**src/rtl/i2c_gain_master.sv**
```systemverilog
// rtl/i2c_gain_master.sv - I2C master that writes/reads 6-bit PID gain registers on one target.
// Optional target clock stretching is enabled by defining I2C_CLOCK_STRETCH_EN.
module i2c_gain_master #(
    parameter logic [6:0] DEV_ADDR = 7'h42,
    parameter int         CLK_DIV  = 16
) (
    input  logic       clk,
    input  logic       rst,
    input  logic       cmd_valid,
    output logic       cmd_ready,
    input  logic       cmd_rw,
    input  logic [7:0] cmd_reg_addr,
    input  logic [5:0] cmd_wdata,
    output logic       rsp_valid,
    output logic       rsp_nack,
    output logic [5:0] rsp_rdata,
    output logic       scl_oe,
    output logic       sda_oe,
    input  logic       scl_i,
    input  logic       sda_i
);

    typedef enum logic [3:0] {
        IDLE, START, SEND, RACK, RSTART, RECV, MNACK, STOP, DONE
    } state_t;

    localparam logic [7:0] QMAX = 8'(CLK_DIV - 1);

    state_t     state, state_next;
    logic [7:0] qcnt;
    logic [1:0] quarter;
    logic [3:0] bit_cnt;
    logic [1:0] phase;
    logic [7:0] tx_shift;
    logic [5:0] rx_shift;
    logic       lat_rw;
    logic [7:0] lat_reg;
    logic [5:0] lat_wdata;
    logic       scl_pull, sda_pull, bit_state;
    logic       stall, qend, bit_end, sample;

`ifdef I2C_CLOCK_STRETCH_EN
    // SCL released by us but still low means the target is stretching.
    assign stall = !scl_pull && !scl_i && (state != IDLE) && (state != DONE);
`else
    logic unused_scl_i;
    assign unused_scl_i = scl_i;
    assign stall = 1'b0;
`endif

    assign qend    = (qcnt == QMAX) && !stall;
    assign bit_end = qend && (quarter == 2'd3);
    assign sample  = qend && (quarter == 2'd2);

    assign bit_state = (state == SEND) || (state == RACK) || (state == RSTART) ||
                       (state == RECV) || (state == MNACK) || (state == STOP);

    always_comb begin
        scl_pull = bit_state && !quarter[1];
        sda_pull = 1'b0;
        case (state)
            START:   sda_pull = 1'b1;
            SEND:    sda_pull = !tx_shift[7];
            RSTART:  sda_pull = (quarter == 2'd3);
            STOP:    sda_pull = (quarter != 2'd3);
            default: sda_pull = 1'b0;
        endcase
    end

    always_comb begin
        state_next = state;
        case (state)
            IDLE:    if (cmd_valid) state_next = START;
            START:   if (qend) state_next = SEND;
            SEND:    if (bit_end && bit_cnt == 4'd7) state_next = RACK;
            RACK: begin
                if (bit_end) begin
                    if (rsp_nack)
                        state_next = STOP;
                    else if (phase == 2'd0)
                        state_next = SEND;
                    else if (phase == 2'd1)
                        state_next = lat_rw ? RSTART : SEND;
                    else
                        state_next = lat_rw ? RECV : STOP;
                end
            end
            RSTART:  if (bit_end) state_next = SEND;
            RECV:    if (bit_end && bit_cnt == 4'd7) state_next = MNACK;
            MNACK:   if (bit_end) state_next = STOP;
            STOP:    if (bit_end) state_next = DONE;
            DONE:    state_next = IDLE;
            default: state_next = IDLE;
        endcase
    end

    always_ff @(posedge clk) begin
        if (rst) begin
            state     <= IDLE;
            qcnt      <= 8'd0;
            quarter   <= 2'd0;
            bit_cnt   <= 4'd0;
            phase     <= 2'd0;
            tx_shift  <= 8'd0;
            rx_shift  <= 6'd0;
            lat_rw    <= 1'b0;
            lat_reg   <= 8'd0;
            lat_wdata <= 6'd0;
            rsp_nack  <= 1'b0;
            rsp_rdata <= 6'd0;
        end else begin
            state <= state_next;

            if (state == IDLE || state == DONE) begin
                qcnt    <= 8'd0;
                quarter <= 2'd0;
            end else if (!stall) begin
                if (qcnt == QMAX) begin
                    qcnt    <= 8'd0;
                    // START is a single quarter, so the first data bit starts at quarter 0.
                    quarter <= (state == START) ? 2'd0 : quarter + 2'd1;
                end else begin
                    qcnt <= qcnt + 8'd1;
                end
            end

            if (state == IDLE && cmd_valid) begin
                lat_rw    <= cmd_rw;
                lat_reg   <= cmd_reg_addr;
                lat_wdata <= cmd_wdata;
                tx_shift  <= {DEV_ADDR, 1'b0};
                phase     <= 2'd0;
                bit_cnt   <= 4'd0;
                rsp_nack  <= 1'b0;
            end

            if (sample) begin
                if (state == RACK) rsp_nack <= sda_i;
                if (state == RECV) rx_shift <= {rx_shift[4:0], sda_i};
            end

            if (bit_end) begin
                case (state)
                    SEND: begin
                        bit_cnt  <= bit_cnt + 4'd1;
                        tx_shift <= {tx_shift[6:0], 1'b0};
                    end
                    RECV: begin
                        bit_cnt <= bit_cnt + 4'd1;
                        if (bit_cnt == 4'd7) rsp_rdata <= rx_shift;
                    end
                    RACK: begin
                        bit_cnt <= 4'd0;
                        phase   <= phase + 2'd1;
                        if (phase == 2'd0)
                            tx_shift <= lat_reg;
                        else if (phase == 2'd1)
                            tx_shift <= lat_rw ? {DEV_ADDR, 1'b1} : {2'b00, lat_wdata};
                    end
                    default: ;
                endcase
            end
        end
    end

    // Reset releases the bus in the same cycle it is asserted.
    assign cmd_ready = (state == IDLE) && !rst;
    assign rsp_valid = (state == DONE);
    assign scl_oe    = scl_pull && !rst;
    assign sda_oe    = sda_pull && !rst;

endmodule

```
**config.mk**
```make
export PLATFORM = sky130hd
export DESIGN_NAME = i2c_gain_master
export DESIGN_NICKNAME = d
export VERILOG_FILES = /design/src/rtl/i2c_gain_master.sv
export SDC_FILE = /design/constraint.sdc
export NUM_CORES = 1
export LEC_CHECK = 0
export ABC_AREA = 1
export CAP_MARGIN = 20
export CORE_MARGIN = 2
export CORE_UTILIZATION = 40
export CTS_BUF_LIST = sky130_fd_sc_hd__clkbuf_4 sky130_fd_sc_hd__clkbuf_8 sky130_fd_sc_hd__clkbuf_16
export DETAILED_ROUTE_END_ITERATION = 10
export SKIP_CTS_REPAIR_TIMING = 1
export SLEW_MARGIN = 20
export SYNTH_ARGS = -nofsm -noshare
export SYNTH_HDL_FRONTEND = slang
export SYNTH_SLANG_ARGS = --single-unit
```
**constraint.sdc**
```tcl
create_clock -name clk -period 1.95 [get_ports clk]
set_input_delay 0.585 -clock clk [delete_from_list [all_inputs] [get_ports clk]]
set_output_delay 0.585 -clock clk [all_outputs]
set_load 0.1 [all_outputs]
```
# Word-level counts from Yosys, hierarchy flattened
# Cells that the tools add are included.
[op_classes]
n_mul = 0
n_eq_ne = 22
reduce_logical = 25
div_mod_pow = 0
magnitude_cmp = 0
mux = 31
bitwise_logic = 0
shift = 0
add_sub_neg = 4
[ops]
columns = ["op", "n"]
rows = [
  ["$mux W4", 10],
  ["$mux W8", 5],
  ["$pmux W4 S8", 1],
  ["$eq A4 B3 Y1 const B", 5],
  ["$pmux W8 S2", 1],
  ["$ne A2 B2 Y1 const B", 7],
  ["$mux W3", 4],
  ["$mux W2", 5],
  ["$add A8 B1 Y8 const B", 1],
  ["$eq A4 B2 Y1 const B", 2],
  ["$eq A8 B4 Y1 const B", 1],
  ["$logic_and A1 B1 Y1", 8],
  ["$pmux W4 S2", 1],
  ["$reduce_and A8 Y1", 1],
  ["$logic_or A1 B1 Y1", 6],
  ["$add A2 B1 Y2 const B", 2],
  ["$add A4 B1 Y4 const B", 1],
  ["$eq A2 B2 Y1 const B", 2],
  ["$eq A4 B1 Y1 const B", 1],
  ["$eq A4 B4 Y1 const B", 1],
  ["$logic_not A4 Y1", 1],
  ["$ne A2 B1 Y1 const B", 2],
  ["$pmux W1 S4", 1],
  ["$reduce_or A2 Y1", 2],
  ["7 further kinds", 11],
]
[word_totals]
in_bits = 20
ramBits = 0
rom_bits = 0
memories = 0
register_bits = 56
output_inout_bits = 11
latchBits = 0

# Longest topological paths before layout
# Gate-level depths: netlist of run 1.
[logic_depth]
ltp_word = 8
ltp_mapped = 11

# Least setup slack after synthesis of run 1
# OpenSTA, ideal clock, no wires.
[synth_path]
path_type = "in2out"
startpoint = "input port rst"
endpoint = "output port scl_oe"
cell_stages = 1
setup_slack_ns = -3.832
path_buffers = 0
t_arrival_ns = 5.197
path_cell_list = "a2111oi_0"
[synth_between]
elab_chain_cells = 2
[synth_lines]
columns = ["element", "line_no", "source"]
rows = [
  ["from (decl)", "8", "input logic rst,"],
  ["$logic_not A1 Y1", "169", "assign scl_oe = scl_pull && !rst;"],
  ["$logic_and A1 B1 Y1", "169", ""],
  ["to (decl)", "17", "output logic scl_oe,"],
]
# Every way passes these cells.

# Worst setup path after layout of run 1
[layout_path]
startpoint = "register state[3]"
endpoint = "output port sda_oe"
[layout_between]
elab_chain_cells = 3
word_cells_on_any_way = 6
cone_classes = "4 x eq/ne; 1 x mux; 1 x reduce/logical"
[layout_lines]
columns = ["element", "line_no", "source"]
rows = [
  ["from (decl)", "29", "state_t state, state_next;"],
  ["from (signal assigned)", "112", "state <= state_next;"],
  ["$eq A4 B3 Y1, or another cell as far along", "61", "case (state)"],
  ["$pmux W1 S4 *", "61", ""],
  ["$logic_and A1 B1 Y1 *", "170", "assign sda_oe = sda_pull && !rst;"],
  ["to (decl)", "18", "output logic sda_oe,"],
]
# Mark *: on every way between the ends. The rest lies on a longest branch, timed or not.

==> results of run 1 <==
==> worst register-to-register path: stages, from the launching register on <==
cell     delay (ps)
dfxtp_1         390
ha_1            220
nand3_2         150
nor2_4          150
nand3_4         190
nor2_4          280
inv_2           100
a21oi_2         130
nor2_1           50
nor2_1           80
==> path summary, 6_finish.rpt <==
kind                start            to  slack (ps)  cells past startpoint
max reg2reg       qcnt[0]   tx_shift[7]         160                      9
min          lat_wdata[1]  lat_wdata[1]         460                      2
max              state[3]        sda_oe        -110                      6
min reg2reg  lat_wdata[1]  lat_wdata[1]         460                      2
==> where the power goes <==
group          internal, W  total (W)  switching, W  leakage [nW]
sequential         0.00128    0.00140      0.000114         0.457
clock             0.000292   0.000680      0.000389        0.0516
combinational     0.000615    0.00157      0.000951          1.10
==> stage by stage <==
step	setup slack (ps)	std cells
finish	-110.8	537
floorplan	-280.7	404
CTS	-319.4	528
global route	-187.4	537
detailed placement	-329.0	520
global placement	-300.5	520
==> cell families after synthesis <==
logic type	after synthesis
fa+ha+maj	6
compound gates	74
xor+xnor	4
buf+inv	62
simple gates	202
flops	56
==> cell type report <==
type | instances | area, µm² | area share [%]
Multi-Input combinational cell | 286 | 1524 | 41.54
Tap cell | 80 | 100.1 | 2.729
Clock inverter | 2 | 13.76 | 0.3752
Inverter | 53 | 209.0 | 5.696
Sequential cell | 56 | 1136 | 30.97
Clock buffer | 6 | 82.58 | 2.251
Timing Repair Buffer | 54 | 603.1 | 16.44
==> metal layers <==
layer	wire [µm]	global-route usage [%]	part of all wire, %
met1	2885	21.51	46
met2	3005	29.89	48
met3	305	3.412	4.9
met4	80	4.476	1.3
met5	0	0	0
==> placed cells by master (no fill, tap or decap), drive strengths merged <==
| master | count |
|---|---|
| inv | 52 |
| a31o | 1 |
| nand4 | 3 |
| nor2 | 73 |
| o21bai | 1 |
| buf | 36 |
| nor3 | 6 |
| clkbuf | 6 |
| xor2 | 2 |
| dlymetal6s2s | 1 |
| clkinv | 3 |
| o21ai | 33 |
| o211ai | 1 |
| a41oi | 1 |
| xnor2 | 2 |
| or2 | 1 |
| clkdlybuf4s50 | 17 |
| a2111oi | 1 |
| o22ai | 1 |
| nand2 | 92 |
| nand3 | 26 |
| dfxtp | 56 |
| nor4 | 1 |
| a211oi | 1 |
| ha | 6 |
| a21oi | 34 |
==> summary.txt, run 1 <==
Status - finished with violations
Failing checks - setup timing
Final number of setup-violating endpoints - 3
WP data required - 1360 ps
CP Max Fanout - 4
Register area share after synthesis - 40.40%
CTS sink cnt - 56
Max Cap Viol - 0
First-pass GRT wire length - 10,560 µm
Effective utilization at floorplan - 41.07%
Mean number of vias per cell - 4.924
Crit start category - register
Peak supply drop - 0.3739 mV
Pin count of the biggest net entering global routing - 25
CTS Buf Count - 5
Post-Syn Nets - 430
GR Overflow Total - 0
H-tree Lvls - 2
Post-synth top flop - dfxtp_1
Leak - 1.611 nW
Final ANT Viol Nets - 0
Yosys top cell area share - 40.40%
Final Power - 0.003642 W
Post-Syn Area per Cell - 6.869 µm²
Most frequent cell after synthesis - nand2_1
Tcrit/Tclk final - 105.7%
CP endpoint kind - output pin
Area leader, netlist - dfxtp_1
RSZ-0062 raised after global routing - true
Synth warn - 0
Fin area - 3669 µm²
Cell area after synthesis - 2775 µm²
Routed wire length - 6275 µm
Reg clk slew, reported paths - 100 ps
Fmax - 485.3 MHz
Clock latency on the worst-skew pair - 310 ps
Initial antenna violation count - 0
Mux cell area share after synthesis - 0%
Total negative slack - -225.9 ps
Top cells by area, synth - dfxtp_1, nand2_1, nor2_1
Pwr/cell area - 992.7 nW/µm²
I/O pins - 31
DRT iter0 DRCs - 108
Final Hold Fails - 0
Yosys reg bits - 56
Max-slew headroom - 78.02%
Async SR Flop Fraction - 0%
DRC viols - 0
EDFF count, synth - 0
Die area - 7620 µm²
Crit-path cells - inv_4 > nand2_4 > nor2_4 > nand2_2 > a41oi_4 > buf_12
Final setup margin - -110.8 ps
Synth Area in Compound Gates - 14.20%
Worst-case clock buffer depth - 2
Placer Congestion - 0.7934
Number of buffers added on ports - 29
Min Tclk post-route - 2061 ps
Synth Area in XOR/XNOR - 1.262%
Main combinational cell family by area after synthesis - simple AND/OR/NAND/NOR gates
Post-layout nets - 482
Fin Hold WS - 462.1 ps
Worst Clk Skew - 2.118 ps
Layout cells sized above 1 - 20.13%
Chip Height - 87.30 µm
Worst Tran Pin Value - 329.7 ps
Adder-cell share of the synthesized area - 2.705%
Slowest cell on crit path - dfxtp_4
DP HPWL - 4687 µm
Arr. time, crit path - 1480 ps
Core ar. - 6756 µm²
Setup CP Type - register to output pin
Diode count - 0
Netlist cell types - 34
Gr usage total - 17.14%
First-pass iteration count of the detailed router - 4
CP max stage delay - 380 ps
Cell Area, Placed - 3463 µm²
Mapped Cells - 404
Synth top cells by count - nand2_1, nor2_1, dfxtp_1, inv_1
Root Buffer - clkbuf_8
Final Max Tran Viols - 0
Worst Path Buf+Inv - 2
Top delay family on crit path - flip-flops
CTS tree - done
Number of global-route vias before repair - 2,445
WL per Instance - 11.69 µm
Simple-gate share of the synthesized area - 32.69%
# rows - 30
Fin util - 54.30%
Syn-to-layout area delta - 32.19%
Die Width - 87.30 µm
Min-Delay Path Class - register to register
Fill cells - 641
Via count - 2,644
No activity file was read; power rests on OpenSTA's default activity.
==> inputs of run 2 (changes only) <==
--- a/config.mk
+++ b/config.mk
@@ -10,7 +10,9 @@
 export CORE_MARGIN = 2
 export CORE_UTILIZATION = 40
 export CTS_BUF_LIST = sky130_fd_sc_hd__clkbuf_4 sky130_fd_sc_hd__clkbuf_8 sky130_fd_sc_hd__clkbuf_16
+export CTS_CLUSTER_SIZE = 12
 export DETAILED_ROUTE_END_ITERATION = 10
+export GPL_TIMING_DRIVEN = 0
 export SKIP_CTS_REPAIR_TIMING = 1
 export SLEW_MARGIN = 20
 export SYNTH_ARGS = -nofsm -noshare
==> run 2 against run 1 <==
Effect of this change: first-iteration DRC count is 5.6% lower; design area decreased by 5.3%; die area unchanged; worst hold slack better by 7.9 ps; the flow still finishes with violations (setup timing); non-clock buffer count fell by 4; critical endpoint unchanged; clock skew grew 11 ps.
==> summary.txt, run 2 (synthesis gave the netlist of run 1 again) <==
Peak supply drop - 0.3702 mV (-1.0%)
H-tree Lvls - 2 (unchanged)
Routed wire length - 6452 µm (+2.8%)
RSZ-0062 raised after global routing - true
Hold Crit Endpoint - lat_reg[1]
Core ar. - 6756 µm² (unchanged)
Final setup margin - -175.3 ps (-64.47 ps)
Clock latency on the worst-skew pair - 320 ps (about the same)
Power Internal - 0.002111 W (-3.5%)
First-pass GRT wire length - 10,410 µm (-1.4%)
Max-slew headroom - 63.61% (-14 points)
CTS Buf Count - 5 (unchanged)
Final ANT Viol Nets - 0 (unchanged)
CP Max Fanout - 8 (+4)
CP endpoint kind - output pin
Pin count of the biggest net entering global routing - 20 (-20%)
Commonest non-fill, non-tap cells in the layout - nand2_1, nor2_1, dfxtp_1
Fin area - 3476 µm² (-5.3%)
Crit start category - register
Gr usage total - 17.28% (+0.14 points)
Initial antenna violation count - 0 (unchanged)
R2r endpoint - phase[1]
Crit-path cells - buf_6 > nor2_4 > nand2_4 > inv_2 > nand2_2 > a41oi_4 > buf_12
Post-layout nets - 478 (-0.83%)
Final Power - 0.003596 W (-1.3%)
Fin Hold WS - 470.1 ps (+7.919 ps)
Number of buffers added on ports - 29 (unchanged)
CP max stage delay - 330 ps (-50 ps)
WL per Instance - 12.11 µm (+3.6%)
Fmax - 470.5 MHz (-3.0%)
Hold depth - 2 (unchanged)
Setup CP Type - register to output pin
Min-Delay Path Class - register to register
Diode count - 0 (unchanged)
Switch share - 41.28% (+1.4 points)
Worst Clk Skew - 13.11 ps (+11.00 ps)
DRT iter0 DRCs - 102 (-5.6%)
Root Buffer - clkbuf_8
Slowest cell on crit path - dfxtp_2
Die Width - 87.30 µm (unchanged)
Reg clk slew, reported paths - 110 ps (about the same)
Final Hold Fails - 0 (unchanged)
NetSw - 0.001484 W (+2.1%)
Via count - 2,605 (-1.5%)
Gate power share - 43.0% (about the same)
Syn-to-layout area delta - 25.25%
Reg-to-reg slack, setup - 200 ps (+40 ps)
Worst Tran Pin Value - 548.2 ps (+218.5 ps)
First-pass iteration count of the detailed router - 4 (unchanged)
Failing checks - setup timing
Number of global-route vias before repair - 2,236 (-8.5%)
Commonest non-fill, non-tap cell in the layout - nand2_1
Status - finished with violations
Chip Height - 87.30 µm (unchanged)
Arr. time, crit path - 1540 ps (+60 ps)
Tcrit/Tclk final - 109.0% (+3.3 points)
GR Overflow Total - 0 (unchanged)
Die area - 7620 µm² (unchanged)
Final Max Tran Viols - 0 (unchanged)
Dpl ws - -1450 ps (-1121 ps)
DRC viols - 0 (unchanged)
# rows - 30 (unchanged)
R2R cell count - 8 (-1)
Fin util - 51.44% (-2.9 points)
WP data required - 1360 ps (about the same)
CTS sink cnt - 56 (unchanged)
Min-Delay Startpoint - lat_reg[1]
RR Startpoint - qcnt[0]
Leak - 1.537 nW (-4.6%)
Max Cap Viol - 0 (unchanged)
I/O pins - 31 (unchanged)
Final number of setup-violating endpoints - 3 (unchanged)
Worst-case clock buffer depth - 2 (unchanged)
Cell Area, Placed - 3268 µm² (-5.6%)
Layout cells sized above 1 - 18.54% (-1.6 points)
Min Tclk post-route - 2125 ps (+64.47 ps)
Clk network pwr share - 19.0% (+0.3 points)
Placer Congestion - 0.8493 (+7.0%)
Effective utilization at floorplan - 41.07% (unchanged)
Mean number of vias per cell - 4.887 (-0.74%)
DP HPWL - 4775 µm (+1.9%)
Pwr/cell area - 1034 nW/µm² (+4.2%)
CTS tree - done
Flop pwr share - 38.0% (-0.3 points)
==> run 2: cell count changes in the layout (fill, tap and decap cells not counted), sizes merged <==
| cell | previous run | this run |
|---|---|---|
| buf | 36 | 20 |
| clkbuf | 6 | 17 |
| clkinvlp | 0 | 2 |
| clkinv | 3 | 2 |
==> run 2: final cells by class <==
class,count,area [µm²]
fill,700,3281
sequential,56,1135
multi-input combinational,286,1509
timing repair buffer,41,374.1
clock inverter,3,26.28
tap,80,100.1
inverter,53,203.9
clock buffer,5,68.82
buffer,9,58.81
==> run 2: critical path, delay by kind of cell, from the launching register on <==
kind	cells	cell delay, ps
DFF	1	330
AOI/OAI and AO/OA	1	240
and+or+nand+nor	3	270
buffers and inverters	3	390
==> run 2: per-layer routing <==
layer | up-vias | GRT usage [%] | routed length, µm
li1 | 1385 | - | -
met1 | 1176 | 23.06 | 3158
met2 | 42 | 28.72 | 3069
met3 | 2 | 2.654 | 198
met4 | 0 | 5.175 | 25
met5 | - | 0 | 0
==> run 2: worst max-delay path by stage <==
stage                        start         to  slack (ps)  cells past startpoint
after floorplan                rst     scl_oe        -280                      1
after global placement         rst  cmd_ready       -1450                      4
after detailed placement       rst  cmd_ready       -1450                      4
after CTS                      rst  cmd_ready       -1460                      4
after global routing      state[0]     sda_oe        -240                      7
final                     state[0]     sda_oe        -180                      7
==> run 2: through the flow <==
stage,setup TNS (ps),cells
global placement,-9184,513
CTS,-8117,521
floorplan,-504.1,404
global route,-403.2,533
finish,-222.3,533
detailed placement,-9311,513
==> run 2: power by group through the flow <==
stage                     Combinational (W)  Clock, W  Sequential [W]
after floorplan                     0.00105         0         0.00138
after global placement              0.00133         0         0.00139
after detailed placement            0.00134         0         0.00140
after CTS                           0.00135  0.000705         0.00137
after global routing                0.00170  0.000749         0.00138
final                               0.00155  0.000682         0.00137
==> inputs of run 3 (changes only) <==
==> constraint.sdc (replaced) <==
create_clock -name clk -period 2 [get_ports clk]
set_input_delay 0.6 -clock clk [delete_from_list [all_inputs] [get_ports clk]]
set_output_delay 0.6 -clock clk [all_outputs]
set_load 0.1 [all_outputs]
==> run 3 against run 2 <==
Effect of this change: the run still ends with setup timing left; flip-flop and latch count stayed put; design area shrank 0.11%; clock-buffer cell count unchanged; largest cell class unchanged; utilization is 0.055 points lower; register-to-register slack gained 60 ps.
==> summary.txt, run 3 (synthesis gave the netlist of run 1 again) <==
DRT iter0 DRCs - 115 (+13%)
Max Cap Viol - 0 (unchanged)
Status - finished with violations
Reg clk slew, reported paths - 110 ps (about the same)
Final number of setup-violating endpoints - 2 (-1)
# rows - 30 (unchanged)
Pin count of the biggest net entering global routing - 20 (unchanged)
Final Max Tran Viols - 0 (unchanged)
Arr. time, crit path - 1550 ps (about the same)
Die Width - 87.30 µm (unchanged)
Worst Tran Pin Value - 548.3 ps (+0.09882 ps)
First-pass GRT wire length - 10,410 µm (unchanged)
Total negative slack - -149.3 ps (+73.03 ps)
RSZ-0062 raised after global routing - true
FF+latch area - 1135 µm² (unchanged)
Reg-to-reg slack, setup - 260 ps (+60 ps)
Fin Hold WS - 469.9 ps (-0.1740 ps)
Number of buffers added on ports - 29 (unchanged)
Non-filler cells, final - 533 (unchanged)
Placer Congestion - 0.8493 (unchanged)
Commonest non-fill, non-tap cell in the layout - nand2_1
DRC viols - 0 (unchanged)
CTS tree - done
Worst-case clock buffer depth - 2 (unchanged)
Final setup margin - -145.5 ps (+29.78 ps)
Core ar. - 6756 µm² (unchanged)
CP endpoint kind - output pin
CTS Buf Count - 5 (unchanged)
Chip Height - 87.30 µm (unchanged)
Tcrit/Tclk final - 107.3%
Pwr/cell area - 1009 nW/µm² (-2.4%)
Gr usage total - 17.28% (unchanged)
GR Overflow Total - 0 (unchanged)
CTS sink cnt - 56 (unchanged)
Layout cells sized above 1 - 18.54% (unchanged)
Routed wire length - 6453 µm (about the same)
WP data required - 1400 ps (+40 ps)
Diode count - 0 (unchanged)
Root Buffer - clkbuf_8
Post-layout nets - 478 (unchanged)
DP HPWL - 4775 µm (unchanged)
Cell Area, Placed - 3268 µm² (unchanged)
Via count - 2,600 (-0.19%)
Leak - 1.537 nW (about the same)
Peak supply drop - 0.3609 mV (-2.5%)
Setup CP Type - register to output pin
Initial antenna violation count - 0 (unchanged)
Fin area - 3472 µm² (-0.11%)
Final ANT Viol Nets - 0 (unchanged)
Failing checks - setup timing
H-tree Lvls - 2 (unchanged)
Effective utilization at floorplan - 41.07% (unchanged)
Max-slew headroom - 63.60% (about the same)
Number of global-route vias before repair - 2,236 (unchanged)
Inst Count DP - 513 (unchanged)
First-pass iteration count of the detailed router - 4 (unchanged)
Fmax - 466.1 MHz
WL per Instance - 12.11 µm (about the same)
Die area - 7620 µm² (unchanged)
Mean number of vias per cell - 4.878 (-0.19%)
Crit start category - register
Commonest non-fill, non-tap cells in the layout - nand2_1, nor2_1, dfxtp_1
CP Max Fanout - 8 (unchanged)
Min Tclk post-route - 2145 ps
Fill cells - 700 (unchanged)
Worst Clk Skew - 13.02 ps (-0.09770 ps)
Syn-to-layout area delta - 25.11%
Clock latency on the worst-skew pair - 320 ps (about the same)
Final Hold Fails - 0 (unchanged)
I/O pins - 31 (unchanged)
Min-Delay Path Class - register to register
Footprint of the multi-input gates - 1509 µm² (unchanged)
==> run 3: cell count changes in the layout (fill, tap and decap cells not counted), sizes merged <==
cell,previous run,this run
buf,20,21
clkbuf,17,16
==> run 3: cell type report <==
type	instances	share of cell area, %
plain buffers	9	1.694
clock buffers	5	1.982
clock inverters	3	0.7568
inverters	53	5.874
multi-input cells	286	43.46
flip-flops and latches	56	32.68
well taps	80	2.883
repair buffers	41	10.67
==> run 3: per-layer routing <==
layer,global-route usage (%),share of wire (%),up-vias
li1,-,-,1385
met4,5.175,1.0,0
met5,0,0,-
met1,23.06,49,1167
met2,28.72,47,42
met3,2.654,3.3,6
==> run 3: worst paths after layout <==
kind,start,endpoint,cells past startpoint
worst min-delay path,lat_reg[1],lat_reg[1],2
worst max-delay path,state[0],sda_oe,7
worst max register to register,qcnt[0],phase[1],8
worst min register to register,lat_reg[1],lat_reg[1],2
==> run 3: worst max-delay path: stages (launching register included) <==
cell	delay [ps]
dfxtp_2	330
buf_6	130
nor2_4	140
nand2_4	70
inv_2	60
nand2_2	60
a41oi_4	240
buf_12	200
==> run 3: power breakdown <==
part / switching (W) / internal [W]
sequential: 0.0000839 / 0.00125
clock: 0.000411 / 0.000256
combinational: 0.000955 / 0.000552
==> run 3: metrics by stage <==
| step | setup slack [ps] | util, % | power [W] |
|---|---|---|---|
| 2_1_floorplan | -260.7 | - | 0.002367 |
| 5_1_grt | -202.1 | 51.39 | 0.003726 |
| 6_report | -145.5 | 51.39 | 0.003504 |
| 3_3_place_gp | -1432 | 48.37 | 0.002653 |
| 4_1_cts | -1436 | 49.78 | 0.003337 |
| 3_5_place_dp | -1430 | 48.37 | 0.002669 |
